`config.mk`:
```
export PLATFORM = sky130hd
export DESIGN_NAME = ahb_mst_sif
export DESIGN_NICKNAME = d
export VERILOG_FILES = /design/src/rtl/ahb_mst_sif.sv
export SDC_FILE = /design/constraint.sdc
export NUM_CORES = 1
export LEC_CHECK = 0
export ABC_AREA = 1
export BUFFER_PORTS_ARGS = -buffer_cell sky130_fd_sc_hd__clkbuf_2
export CAP_MARGIN = 30
export CELL_PAD_IN_SITES_DETAIL_PLACEMENT = 0
export CELL_PAD_IN_SITES_GLOBAL_PLACEMENT = 2
export CORE_AREA = 2 2 131 133
export DETAILED_ROUTE_END_ITERATION = 10
export DIE_AREA = 0 0 133 135
export GPL_ROUTABILITY_DRIVEN = 0
export GPL_TIMING_DRIVEN = 0
export HOLD_SLACK_MARGIN = 0.12
export PLACE_DENSITY = 0.9
export RECOVER_POWER = 25
export SYNTH_ARGS = -nofsm -noshare
export SYNTH_HDL_FRONTEND = slang
export SYNTH_SLANG_ARGS = --single-unit
```
`constraint.sdc`:
```
create_clock -name clk -period 3.68 [get_ports clk]
set_input_delay 0.736 -clock clk [delete_from_list [all_inputs] [get_ports clk]]
set_output_delay 0.736 -clock clk [all_outputs]
set_load 0.01 [all_outputs]
```
`src/rtl/ahb_mst_sif.sv`:
```
// ahb_mst_sif -- AHB-Lite master bridge, single outstanding 32-bit transfer.
//
// Converts one valid/hold client request into one NONSEQ AHB-Lite transfer.
// Address and data phases are never overlapped, so a new request is taken
// only once the previous data phase has completed.
//
// Optional feature macro: AHB_MST_TIMEOUT_EN
//   defined   : a 16-bit wait-state counter abandons a data phase after
//               TIMEOUT_CYCLES wait cycles and completes it with an error.
//   undefined : the data phase waits indefinitely for hready_i.
//
// Ports
//   clk, rst              clock, asynchronous active-high reset
//   haddr_o   [AW-1:0]    transfer address (word aligned)
//   htrans_o  [1:0]       IDLE (2'b00) / NONSEQ (2'b10)
//   hwrite_o              1 = write
//   hsize_o   [2:0]       3'b010 during NONSEQ, otherwise 3'b000
//   hwdata_o  [DW-1:0]    write data, presented in the data phase
//   hready_i, hresp_i     transfer ready / ERROR response
//   hrdata_i  [DW-1:0]    read data
//   dv_i, write_i         client request valid / request is a write
//   addr_i, wdata_i       client byte address / write data
//   hld_o                 busy; a request is not accepted while high
//   ack_o, err_o          one-cycle completion pulse / completion in error
//   rdata_o   [31:0]      read data, valid with ack_o on a successful read
//
// Client handshake: a request is taken on any rising edge where dv_i=1 and
// hld_o=0; the client keeps dv_i and its fields stable until then, and dv_i
// seen while hld_o=1 is ignored. Each accepted request yields exactly one
// ack_o pulse unless reset intervenes.
module ahb_mst_sif #(
    parameter int AHB_ADDR_WIDTH = 32,
    parameter int AHB_DATA_WIDTH = 32,
    parameter int TIMEOUT_CYCLES = 256
) (
    input  logic                      clk,
    input  logic                      rst,
    output logic [AHB_ADDR_WIDTH-1:0] haddr_o,
    output logic [1:0]                htrans_o,
    output logic                      hwrite_o,
    output logic [2:0]                hsize_o,
    output logic [AHB_DATA_WIDTH-1:0] hwdata_o,
    input  logic                      hready_i,
    input  logic                      hresp_i,
    input  logic [AHB_DATA_WIDTH-1:0] hrdata_i,
    input  logic                      dv_i,
    input  logic                      write_i,
    input  logic [AHB_ADDR_WIDTH-1:0] addr_i,
    input  logic [31:0]               wdata_i,
    output logic                      hld_o,
    output logic                      ack_o,
    output logic                      err_o,
    output logic [31:0]               rdata_o
);

    typedef enum logic [1:0] {
        ST_IDLE = 2'd0,
        ST_ADDR = 2'd1,
        ST_DATA = 2'd2
    } state_t;

    state_t state, state_nxt;
    logic   accept;
    logic   done;
    logic   timeout;

    logic [AHB_ADDR_WIDTH-1:0] addr_q;
    logic                      write_q;
    logic [AHB_DATA_WIDTH-1:0] wdata_q;

`ifdef AHB_MST_TIMEOUT_EN
    localparam logic [15:0] TMO_LAST = 16'(TIMEOUT_CYCLES - 1);
    logic [15:0] tmo_cnt;

    // Held at zero outside the data phase, so it is clear on DATA entry.
    always_ff @(posedge clk or posedge rst) begin
        if (rst) begin
            tmo_cnt <= '0;
        end else if (state != ST_DATA) begin
            tmo_cnt <= '0;
        end else if (!hready_i) begin
            tmo_cnt <= tmo_cnt + 16'd1;
        end
    end
`endif

    always_ff @(posedge clk or posedge rst) begin
        if (rst) begin
            state <= ST_IDLE;
        end else begin
            state <= state_nxt;
        end
    end

    always_comb begin
        state_nxt = state;
        accept    = 1'b0;
        done      = 1'b0;
        timeout   = 1'b0;
        unique case (state)
            ST_IDLE: begin
                if (dv_i) begin
                    accept    = 1'b1;
                    state_nxt = ST_ADDR;
                end
            end
            ST_ADDR: begin
                if (hready_i) begin
                    state_nxt = ST_DATA;
                end
            end
            ST_DATA: begin
                if (hready_i) begin
                    done      = 1'b1;
                    state_nxt = ST_IDLE;
                end
`ifdef AHB_MST_TIMEOUT_EN
                // This is the TIMEOUT_CYCLES-th wait cycle: abandon the transfer.
                else if (tmo_cnt == TMO_LAST) begin
                    timeout   = 1'b1;
                    state_nxt = ST_IDLE;
                end
`endif
            end
            default: state_nxt = ST_IDLE;
        endcase
    end

    // Request capture; write data is only replaced by writes so that
    // hwdata_o keeps its last value across reads.
    always_ff @(posedge clk or posedge rst) begin
        if (rst) begin
            addr_q  <= '0;
            write_q <= 1'b0;
            wdata_q <= '0;
        end else if (accept) begin
            addr_q  <= {addr_i[AHB_ADDR_WIDTH-1:2], 2'b00};
            write_q <= write_i;
            if (write_i) begin
                wdata_q <= wdata_i;
            end
        end
    end

    // Completion reporting. rdata_o only moves on an error-free read.
    always_ff @(posedge clk or posedge rst) begin
        if (rst) begin
            ack_o   <= 1'b0;
            err_o   <= 1'b0;
            rdata_o <= '0;
        end else begin
            ack_o <= done | timeout;
            err_o <= timeout | (done & hresp_i);
            if (done && !write_q && !hresp_i) begin
                rdata_o <= hrdata_i;
            end
        end
    end

    assign haddr_o  = addr_q;
    assign hwrite_o = write_q;
    assign hwdata_o = wdata_q;
    assign htrans_o = (state == ST_ADDR) ? 2'b10 : 2'b00;
    assign hsize_o  = (state == ST_ADDR) ? 3'b010 : 3'b000;
    assign hld_o    = (state != ST_IDLE);

endmodule

```
Word level (Yosys, flattened, before mapping):

Cells that the tools add are included.

* RAM bits: 0
* logic and storage cells: 31
* memories kept: 0
* input port bits: 102
* output and inout bits: 105
* bits in read-only memories: 0
* register bits: 99
* latch bits: 0

* eq/ne operators: 5
* $mul: 0
* bitwise gates (word level): 1
* shifts and indexed selects: 0
* magnitude comparators: 0
* divide/modulo/power cells: 0
* multiplexer cells: 10
* reductions and logical operators: 8
* add/subtract/negate cells: 0

Operators with widths (count)
* two-way mux 2 bit: 5
* inequality test 2 bit, second input constant: 3
* case mux 2 bit (3 select lines): 1
* two-way mux 1 bit: 4
* AND reduction 3 bit: 1
* == test 2 x 1 -> 1 bit, second input constant: 1
* == test 2 bit, second input constant: 1
* logical AND 1 bit: 2
* zero test 1 bit: 2
* zero test 2 bit: 1
* AND reduction 2 bit: 1
* nonzero test 2 bit: 1
* bitwise AND 1 bit: 1

Longest topological paths before layout:

Gate-level depths: netlist of run 1.

* word-level depth: 4
* depth in mapped cells: 6
* depth with buffers taken out: 5

Worst setup path after synthesis of run 1:

OpenSTA, ideal clock, no wires.

* kind: flip-flop to output port
* start: reg state[0]
* end: out hld_o
* slack: 2.050 ns
* data arrival time: 0.894 ns
* stages on the path, launching flop included: 4
* data required time: 2.944 ns
* cell sequence: dfrtp_1 > nor2_4 > buf_2 > inv_1

* longest elaborated chain between the ends: 1

RTL lines
* start: declaration: RTL line 62 `state_t state, state_nxt;`
* start signal: assignment: RTL line 91 `state <= state_nxt;`
* nonzero test 2 bit: RTL line 165 `assign hld_o = (state != ST_IDLE);`
* end: declaration: RTL line 50 `output logic hld_o,`

Every way passes these cells.

Final worst setup path of run 1:

Ends and elaborated chain as after synthesis.

==> results of run 1 <==
-- state kept, by name, summed over array words and instances (netlist names) --
register and flops:
rdata_o 32, haddr_o 30, hwrite_o 1, err_o 1, ack_o 1, hwdata_o 32
state 2
-- worst min path at each step --
stage	to	slack (ns)	depth (start not counted)
2_1_floorplan	rdata_o[0]	0.51	2
3_3_place_gp	rdata_o[29]	0.45	2
3_5_place_dp	hwdata_o[13]	0.46	2
4_1_cts	haddr_o[25]	0.41	2
5_1_grt	hwdata_o[14]	0.49	2
6_report	hwdata_o[0]	0.47	2
-- report_power, final --
part / internal, mW / total (mW) / switching [mW]
clock network: 0.591 / 1.00 / 0.408
registers: 1.49 / 1.72 / 0.231
logic: 0.516 / 1.27 / 0.753
-- critical path: cells and delay by family (launching register included) --
kind / cells / cell delay, ns
buffers and inverters: 3 / 0.45
flip-flops: 1 / 0.44
AND/OR/NAND/NOR: 1 / 0.27
-- routing by layer --
metal	global-route usage [%]	up-vias
met5	0	-
li1	-	1847
met1	18.16	1720
met2	20.03	135
met4	6.213	0
met3	3.979	22
-- per-stage QoR --
step                      util, %  hold WS [ns]
final                       34.54        0.4675
after global routing        34.54        0.4930
after CTS                   34.56        0.4106
after detailed placement    32.69        0.4576
after global placement      32.50        0.4538
after floorplan                 -        0.5057
-- layout make-up --
class	count	area (sq um)	share of cell area [%]
Sequential cell	99	2477	43.72
Multi-Input combinational cell	301	1333	23.52
Timing Repair Buffer	197	1008	17.80
Tap cell	220	275.3	4.858
Buffer	40	237.7	4.195
Clock buffer	10	229.0	4.041
Clock inverter	5	78.83	1.391
Inverter	7	27.53	0.4858
-- cell families after synthesis --
kind of cell           Yosys count
other                            1
DFF                             99
and+or+nand+nor                294
AOI/OAI and AO/OA                2
buffers and inverters           47
-- placed cells by master (no fill, tap or decap), drive strengths merged --
master,count
nand4,64
clkinv,3
conb,5
dfrtp,99
bufinv,2
o21ai,1
clkinvlp,1
nand3,2
a21oi,1
nor2,5
inv,6
clkbuf,217
buf,30
nand2,223
==> results.sh, run 1 <==
export IMPL_required_ns=2.94
export IMPL_highest_layer="met4"
export IMPL_placed_area_sq_um=5363
export IMPL_routedWlPerCell_um=13.51
export IMPL_status="finished, violations left"
export IMPL_rows=47
export IMPL_yosysWarnings=0
export IMPL_rsz0062_at_grt="false"
export IMPL_synthArstFlopShare_pct=100.0
export IMPL_routed_wl_mm=11.87
export IMPL_synth_top_family_by_area="simple AND/OR/NAND/NOR gates"
export IMPL_post_route_cell_area_sq_um=5667
export IMPL_worst_slew_pin_slew_ns=1.677
export IMPL_max_freq_ghz=0.4450
export IMPL_synthXorXnorAreaFrac_pct=0
export IMPL_p_leak_nw=3.251
export IMPL_synth_area_mux_share_pct=0
export IMPL_reg2reg_to="hwdata_o[9]"
export IMPL_critPathArrivalTime_ns=1.51
export IMPL_synth_edf_count=0
export IMPL_critPathKind="reg -> out"
export IMPL_syn_to_final_growth_pct=39.53
export IMPL_hold_start="hwdata_o[0]"
export IMPL_antenna_found_initial=0
export IMPL_crit_slowest_cell="dfrtp_1"
export IMPL_path_max_fanout=10
export IMPL_drtIter0Drc=156
export IMPL_drive_gt1_share_pct=37.63
export IMPL_firstDrtPassIters=6
export IMPL_fillCellCount=1735
export IMPL_clk_pin_slew_ns=0.07
export IMPL_die_height_um=135
export IMPL_post_cts_buffers=0
export IMPL_cp_start_kind="flip-flop"
export IMPL_synth_area_leaders="dfrtp_1 (61%), nand2_1 (21%), nand4_1 (9.9%)"
export IMPL_viasPerCell=4.237
export IMPL_fin_ws_ns=1.433
export IMPL_p_per_area_nw_per_um2=704.0
export IMPL_post_dp_hpwl_mm=8.870
export IMPL_period_needed_ns=2.247
export IMPL_hold_path_class="reg -> reg"
export IMPL_cts_buffer_depth=2
export IMPL_antenna_cells=0
export IMPL_synth_fa_ha_area_share_pct=0
export IMPL_dr_wl_met2_mm=5.301
export IMPL_synth_avg_cell_area_sq_um=9.168
export IMPL_grt_usage_pct=13.50
export IMPL_setup_tns_final_ns=0
export IMPL_die_area_sq_um=17960
export IMPL_rr_worst_depth=5
export IMPL_synthSimpleGateAreaFrac_pct=32.10
export IMPL_hold_viol=0
export IMPL_finalNonFillerCells=879
export IMPL_clk_latency_ns=0.34
export IMPL_overflow=0
export IMPL_cts_sinks=99
export IMPL_wl_met3_um=876
export IMPL_yosysTopAreaCell="dfrtp_1"
export IMPL_tritoncts="yes"
export IMPL_grt_max_degree=66
export IMPL_io_buffers=196
export IMPL_grt_pass1_wl_mm=19.11
export IMPL_cts_made_buffers=9
export IMPL_nets=757
export IMPL_vias=3724
export IMPL_drv_slew=35
export IMPL_pre_cts_ws_ns=1.762
export IMPL_path_cells="nor2_4, buf_2, inv_1, clkbuf_2"
export IMPL_end_kind="output pin"
export IMPL_synth_flop_cell="dfrtp_1"
export IMPL_violations="max-capacitance violations, max-slew violations"
export IMPL_vdd_drop_max_mv=0.2320
export IMPL_max_stage_delay_ns=0.44
export IMPL_fin_total_pwr_mw=3.989
export IMPL_yosys_area_top_type_share_pct=61.00
export IMPL_timing_rr_start="state[0]"
export IMPL_synth_cell_types=18
export IMPL_die_w_um=133
export IMPL_maxSlewHeadroom_pct=-12.40
export IMPL_cts_resized=0
export IMPL_maxCapViolCount=1
export IMPL_grt_pass1_vias=3655
export IMPL_dp_cells=864
export IMPL_ant_nets=0
export IMPL_ys_seq_area_share_pct=61.00
export IMPL_r2r_slack_ns=2.32
export IMPL_synth_area_sq_um=4061
export IMPL_h_tree_depth=3
export IMPL_synth_most_common_cell="nand2_1"
export IMPL_ys_ff_latch=99
export IMPL_cp_endpoint="hld_o"
export IMPL_cp_startpoint="state[0]"
export IMPL_hold_buffers=0
export IMPL_initial_utilization_pct=24.75
export IMPL_synthCells=443
export IMPL_pin_count=207
export IMPL_ys_top_cells_by_count="nand2_1 (222), dfrtp_1 (99), nand4_1 (64)"
export IMPL_fin_skew_ns=0.006472
export IMPL_setup_viol=0
export IMPL_min_period_over_period_pct=61.07
export IMPL_core_sq_um=16410
export IMPL_drc=0
export IMPL_drt_met1_wl_mm=5.402
export IMPL_synth_compound_area_share_pct=0.2465
export IMPL_cts_root_buf="clkbuf_16"
No activity file was read; power rests on OpenSTA's default activity.
==> run 2, diff against run 1 <==
--- a/config.mk
+++ b/config.mk
@@ -5,18 +5,18 @@
 export SDC_FILE = /design/constraint.sdc
 export NUM_CORES = 1
 export LEC_CHECK = 0
-export ABC_AREA = 1
+export ABC_AREA = 0
 export BUFFER_PORTS_ARGS = -buffer_cell sky130_fd_sc_hd__clkbuf_2
 export CAP_MARGIN = 30
 export CELL_PAD_IN_SITES_DETAIL_PLACEMENT = 0
 export CELL_PAD_IN_SITES_GLOBAL_PLACEMENT = 2
-export CORE_AREA = 2 2 131 133
+export CORE_AREA = 2 2 120 122
 export DETAILED_ROUTE_END_ITERATION = 10
-export DIE_AREA = 0 0 133 135
+export DIE_AREA = 0 0 122 124
 export GPL_ROUTABILITY_DRIVEN = 0
 export GPL_TIMING_DRIVEN = 0
 export HOLD_SLACK_MARGIN = 0.12
-export PLACE_DENSITY = 0.9
+export PLACE_DENSITY = 0.91
 export RECOVER_POWER = 25
 export SYNTH_ARGS = -nofsm -noshare
 export SYNTH_HDL_FRONTEND = slang
==> constraint.sdc (replaced) <==
create_clock -name clk -period 2.2 [get_ports clk]
set_input_delay 0.44 -clock clk [delete_from_list [all_inputs] [get_ports clk]]
set_output_delay 0.44 -clock clk [all_outputs]
set_load 0.01 [all_outputs]
==> run 2 against run 1 <==
  * Worst hold slack lost 0.15 ns
  * Total power increased by 94%
  * Non-clock buffer count fell by 18
  * First-iteration DRC count is 47% lower
  * Largest cell class unchanged
  * Clock power up 58%
  * The flow now finishes without violations
  * Setup slack lost 1.2 ns
  * Combinational power increased by 130%
  * Area after synthesis down 3.7%
  * Core utilization increased by 5.4 points
  * Critical endpoint is now hwdata_o[4]
  * Sequential share of layout area rose by 1.5 points
  * Synthesized cell count is 49% lower
  * Clock-buffer cell count unchanged
==> results.sh, run 2 <==
export IMPL_synth_top_family_by_area="multiplexers"
export IMPL_maxSlewHeadroom_pct=18.19
export IMPL_cp_start_kind="flip-flop"
export IMPL_routedWlPerCell_um=14.01
export IMPL_clk_latency_ns=0.34
export IMPL_h_tree_depth=3
export IMPL_synth_area_sq_um=3911
export IMPL_cts_buffer_depth=2
export IMPL_whs_path_depth=2
export IMPL_rows=43
export IMPL_routed_wl_mm=8.782
export IMPL_synth_flop_cell="dfrtp_1"
export IMPL_period_needed_ns=1.939
export IMPL_firstDrtPassIters=2
export IMPL_fillCellCount=1339
export IMPL_die_area_sq_um=15130
export IMPL_end_kind="flip-flop"
export IMPL_core_sq_um=13720
export IMPL_synthCells=226
export IMPL_die_height_um=124
export IMPL_rsz0062_at_grt="false"
export IMPL_cts_made_buffers=9
export IMPL_io_buffers=199
export IMPL_ant_nets=0
export IMPL_ys_seq_area_share_pct=63.34
export IMPL_drtIter0Drc=82
export IMPL_grt_pass1_vias=2668
export IMPL_grt_pass1_wl_mm=13.32
export IMPL_clk_pin_slew_ns=0.06
export IMPL_antenna_found_initial=0
export IMPL_post_cts_buffers=0
export IMPL_fin_skew_ns=0.003769
export IMPL_critPathArrivalTime_ns=2.16
export IMPL_maxCapViolCount=0
export IMPL_synth_cell_types=21
export IMPL_grt_usage_pct=11.55
export IMPL_final_common_cell="clkbuf_2"
export IMPL_nets=544
export IMPL_viasPerCell=4.167
export IMPL_pin_count=207
export IMPL_drive_gt1_share_pct=74.05
export IMPL_vdd_drop_max_mv=0.6518
export IMPL_synth_most_common_cell="dfrtp_1"
export IMPL_yosys_area_top_type_share_pct=63.34
export IMPL_final_seq_area_sq_um=2477
export IMPL_synth_fa_ha_area_share_pct=0
export IMPL_synth_compound_area_share_pct=0.3199
export IMPL_synth_area_mux_share_pct=30.23
export IMPL_synthArstFlopShare_pct=100.0
export IMPL_mostFrequentLayoutCells="clkbuf_2 (199), dfrtp_1 (99), mux2_2 (64)"
export IMPL_max_freq_ghz=0.5157
export IMPL_synth_edf_count=0
export IMPL_hold_viol=0
export IMPL_drv_slew=0
export IMPL_tritoncts="yes"
export IMPL_critPathKind="reg -> reg"
export IMPL_fin_total_pwr_mw=7.732
export IMPL_grt_max_degree=45
export IMPL_path_max_fanout=10
export IMPL_synthXorXnorAreaFrac_pct=0
export IMPL_drc=0
export IMPL_post_dp_hpwl_mm=6.874
export IMPL_synth_area_leaders="dfrtp_1 (63%), mux2_2 (18%), mux2_4 (12%)"
export IMPL_syn_to_final_growth_pct=40.18
export IMPL_initial_utilization_pct=28.51
export IMPL_min_period_over_period_pct=88.15
export IMPL_overflow=0
export IMPL_setup_viol=0
export IMPL_rr_worst_depth=5
export IMPL_hold_path_class="in -> reg"
export IMPL_ys_top_cells_by_count="dfrtp_1 (99), mux2_2 (64), mux2_4 (30)"
export IMPL_synth_avg_cell_area_sq_um=17.31
export IMPL_multiInputGateArea_sq_um=1282
export IMPL_p_leak_nw=2.871
export IMPL_status="finished, final reports clean"
export IMPL_cts_sinks=99
export IMPL_required_ns=2.42
export IMPL_worst_slew_pin_slew_ns=1.220
export IMPL_antenna_cells=0
export IMPL_cts_root_buf="clkbuf_16"
export IMPL_yosysWarnings=0
export IMPL_p_per_area_nw_per_um2=1410
export IMPL_synthSimpleGateAreaFrac_pct=1.599
export IMPL_vias=2613
export IMPL_ys_ff_latch=99
export IMPL_yosysTopAreaCell="dfrtp_1"
export IMPL_r2r_slack_ns=0.26
export IMPL_die_w_um=122
export IMPL_post_route_util_pct=39.96
## run 2: cell count changes after synthesis, moves of 3 or more
cell	previous run	this run
buf_12	0	3
buf_2	15	3
buf_4	13	10
clkbuf_1	9	1
inv_1	6	2
mux2_2	0	64
mux2_4	0	30
nand2_1	222	1
nand4_1	64	0
## run 2: layout make-up
| cell class | instances | share of cell area, % |
|---|---|---|
| flip-flops and latches | 99 | 45.18 |
| repair buffers | 201 | 18.60 |
| well taps | 180 | 4.108 |
| inverters | 2 | 0.1597 |
| clock inverters | 6 | 1.187 |
| clock buffers | 10 | 4.359 |
| plain buffers | 18 | 3.012 |
| multi-input cells | 111 | 23.39 |
## run 2: worst paths after layout
kind	startpoint	endpoint
max	state[0]	hwdata_o[4]
min	hready_i	state[1]
max reg2reg	state[0]	hwdata_o[4]
min reg2reg	hwdata_o[19]	hwdata_o[19]
max in group asynchronous	rst	state[1]
min in group asynchronous	rst	rdata_o[15]
## run 2: per-layer routing
metal | vias to the layer above | share of wire [%] | global-route usage, %
met5 | - | 0 | 0
met4 | 0 | 1.7 | 5.172
met3 | 11 | 9.8 | 4.350
met2 | 131 | 48 | 18.96
met1 | 1273 | 41 | 13.49
li1 | 1198 | - | -
## run 2: power by group
part           total [mW]  leakage (nW)  switching (mW)  internal [mW]
logic                2.96          1.54            1.30           1.66
registers            3.19          1.19           0.478           2.71
clock network        1.58         0.137           0.670          0.910
## run 2: through the flow
| step | setup slack [ns] | instance area [sq um] | TNS (ns) | instances | hold WS (ns) |
|---|---|---|---|---|---|
| floorplan | 0.5023 | 3930 | 0 | 230 | 0.5288 |
| global placement | -0.03226 | 5151 | -2.455 | 609 | 0.4734 |
| detailed placement | 0.02493 | 5191 | 0 | 611 | 0.4928 |
| CTS | 0.1175 | 5495 | 0 | 627 | 0.1747 |
| global route | 0.06426 | 5483 | 0 | 627 | 0.3127 |
| finish | 0.2608 | 5483 | 0 | 627 | 0.3195 |
## run 2: worst max-delay path, stage by stage, from the launching register on
cell,delay [ns]
dfrtp_1,0.42
nor3b_4,0.32
and2_1,0.17
clkbuf_1,0.28
buf_4,0.27
mux2_2,0.35
## run 2: what timing repair did
item | in CTS | in global routing
hold buffers | 0 | 0
gates resized for setup | 0 | 1
endpoints found under the setup margin | 0 | 9
## run 2: logic make-up (layout without fill, tap and decap cells)
logic type,after synthesis,count (layout)
flops,99,99
mux,95,95
compound gates,2,2
simple gates,9,9
other cells,1,5
buf+inv,20,237
==> run 3, diff against run 2 <==
--- a/config.mk
+++ b/config.mk
@@ -10,13 +10,14 @@
 export CAP_MARGIN = 30
 export CELL_PAD_IN_SITES_DETAIL_PLACEMENT = 0
 export CELL_PAD_IN_SITES_GLOBAL_PLACEMENT = 2
-export CORE_AREA = 2 2 120 122
+export CORE_AREA = 2 2 118 120
+export CTS_BUF_LIST = sky130_fd_sc_hd__clkbuf_8
 export DETAILED_ROUTE_END_ITERATION = 10
-export DIE_AREA = 0 0 122 124
+export DIE_AREA = 0 0 120 122
 export GPL_ROUTABILITY_DRIVEN = 0
 export GPL_TIMING_DRIVEN = 0
 export HOLD_SLACK_MARGIN = 0.12
-export PLACE_DENSITY = 0.91
+export PLACE_DENSITY = 0.93
 export RECOVER_POWER = 25
 export SYNTH_ARGS = -nofsm -noshare
 export SYNTH_HDL_FRONTEND = slang
==> run 3 against run 2 <==
  * Critical endpoint is now hwdata_o[8]
  * Final cell count unchanged
  * Critical path depth is the same
  * Total power is 5.5% lower
  * Non-clock buffer count unchanged
  * Global-route usage grew 0.18 points
  * Largest cell class unchanged
  * Maximum frequency is 1.1% lower
  * Register-to-register slack got worse by 0.02 ns
  * Clock-buffer cell count unchanged
  * Via count decreased by 0.77%
  * Clock skew rose by 0.0020 ns
==> results.sh, run 3 (synthesized netlist as in run 2, its figures left out) <==
export IMPL_h_tree_depth=3
export IMPL_drtIter0Drc=56
export IMPL_grt_pass1_vias=2625
export IMPL_drc=0
export IMPL_status="finished, final reports clean"
export IMPL_grt_pass1_wl_mm=13.32
export IMPL_die_w_um=120
export IMPL_multiInputGateArea_sq_um=1276
export IMPL_drive_gt1_share_pct=74.05
export IMPL_fin_total_pwr_mw=7.309
export IMPL_mostFrequentLayoutCells="clkbuf_2 (200), dfrtp_1 (99), mux2_2 (64)"
export IMPL_tritoncts="yes"
export IMPL_worst_slew_pin_slew_ns=1.449
export IMPL_cp_start_kind="flip-flop"
export IMPL_fillCellCount=1311
export IMPL_rows=43
export IMPL_clk_pin_slew_ns=0.09
export IMPL_setup_viol=0
export IMPL_critPathKind="reg -> reg"
export IMPL_core_sq_um=13500
export IMPL_drv_slew=0
export IMPL_required_ns=2.45
export IMPL_pin_count=207
export IMPL_hold_buffers=0
export IMPL_final_seq_area_sq_um=2477
export IMPL_nets=544
export IMPL_io_buffers=199
export IMPL_grt_usage_pct=11.72
export IMPL_max_freq_ghz=0.5101
export IMPL_cts_made_buffers=9
export IMPL_grt_max_degree=45
export IMPL_maxCapViolCount=0
export IMPL_vias=2593
export IMPL_final_common_cell="clkbuf_2"
export IMPL_cts_resized=0
export IMPL_initial_utilization_pct=28.96
export IMPL_fin_skew_ns=0.005757
export IMPL_critPathArrivalTime_ns=2.21
export IMPL_overflow=0
export IMPL_firstDrtPassIters=3
export IMPL_rsz0062_at_grt="false"
export IMPL_period_needed_ns=1.960
export IMPL_maxSlewHeadroom_pct=2.852
export IMPL_hold_path_class="in -> reg"
export IMPL_hold_viol=0
export IMPL_p_leak_nw=2.831
export IMPL_post_cts_buffers=0
export IMPL_antenna_cells=0
export IMPL_die_height_um=122
export IMPL_viasPerCell=4.136
export IMPL_antenna_found_initial=0
export IMPL_routedWlPerCell_um=13.58
export IMPL_end_kind="flip-flop"
export IMPL_routed_wl_mm=8.512
export IMPL_holdWs_ns=0.2998
export IMPL_path_max_fanout=10
export IMPL_ant_nets=0
export IMPL_clk_latency_ns=0.36
export IMPL_cts_root_buf="clkbuf_8"
export IMPL_die_area_sq_um=14640
export IMPL_cts_buffer_depth=2
export IMPL_syn_to_final_growth_pct=37.17
export IMPL_p_per_area_nw_per_um2=1362
export IMPL_cts_sinks=99
export IMPL_post_dp_hpwl_mm=6.785
export IMPL_min_period_over_period_pct=89.10
export IMPL_vdd_drop_max_mv=0.4960
## run 3: layout make-up
type | instances | share of cell area, %
Inverter | 2 | 0.1632
Timing Repair Buffer | 201 | 18.80
Sequential cell | 99 | 46.18
Clock inverter | 6 | 1.236
Tap cell | 180 | 4.198
Multi-Input combinational cell | 111 | 23.79
Clock buffer | 10 | 2.565
Buffer | 18 | 3.078
## run 3: metal layers
layer  wire length, um  part of all wire [%]  vias up  GRT usage, %
met5                 0                     0        -             0
met4                95                   1.1        0         4.191
met3               819                   9.6        8         4.869
met2              4090                    48      123         18.54
met1              3507                    41     1260         14.42
li1                  -                     -     1202             -
## run 3: power by group
part | switching, mW | total (mW) | internal, mW | leakage (nW)
combinational | 1.29 | 2.94 | 1.65 | 1.54
clock | 0.617 | 1.17 | 0.556 | 0.0999
sequential | 0.488 | 3.19 | 2.71 | 1.19
## run 3: critical path, cell delays in order (launching register included)
cell and delay [ns]:
dfrtp_1 0.42, nor3b_2 0.38, and2_1 0.18, clkbuf_1 0.26, buf_4 0.26, mux2_2 0.35
## run 3: final timing paths
path,slack (ns),to,cells past startpoint,from
setup / recovery,0.24,hwdata_o[8],5,state[0]
max in group asynchronous,0.56,hwdata_o[15],3,rst
min in group asynchronous,0.37,rdata_o[14],2,rst
hold reg to reg,0.51,hwdata_o[10],1,hwdata_o[10]
setup reg to reg,0.24,hwdata_o[8],5,state[0]
hold / removal,0.30,haddr_o[10],2,addr_i[10]
## run 3: metrics by stage
| stage | utilization (%) | cells | setup slack [ns] | area [sq um] | setup TNS (ns) |
|---|---|---|---|---|---|
| floorplan | - | 230 | 0.5023 | 3930 | 0 |
| global placement | 38.15 | 609 | -0.03647 | 5151 | -3.083 |
| detailed placement | 38.50 | 611 | 0.07642 | 5199 | 0 |
| CTS | 40.01 | 627 | 0.1472 | 5403 | 0 |
| global route | 39.73 | 627 | 0.02382 | 5365 | 0 |
| finish | 39.73 | 627 | 0.2398 | 5365 | 0 |
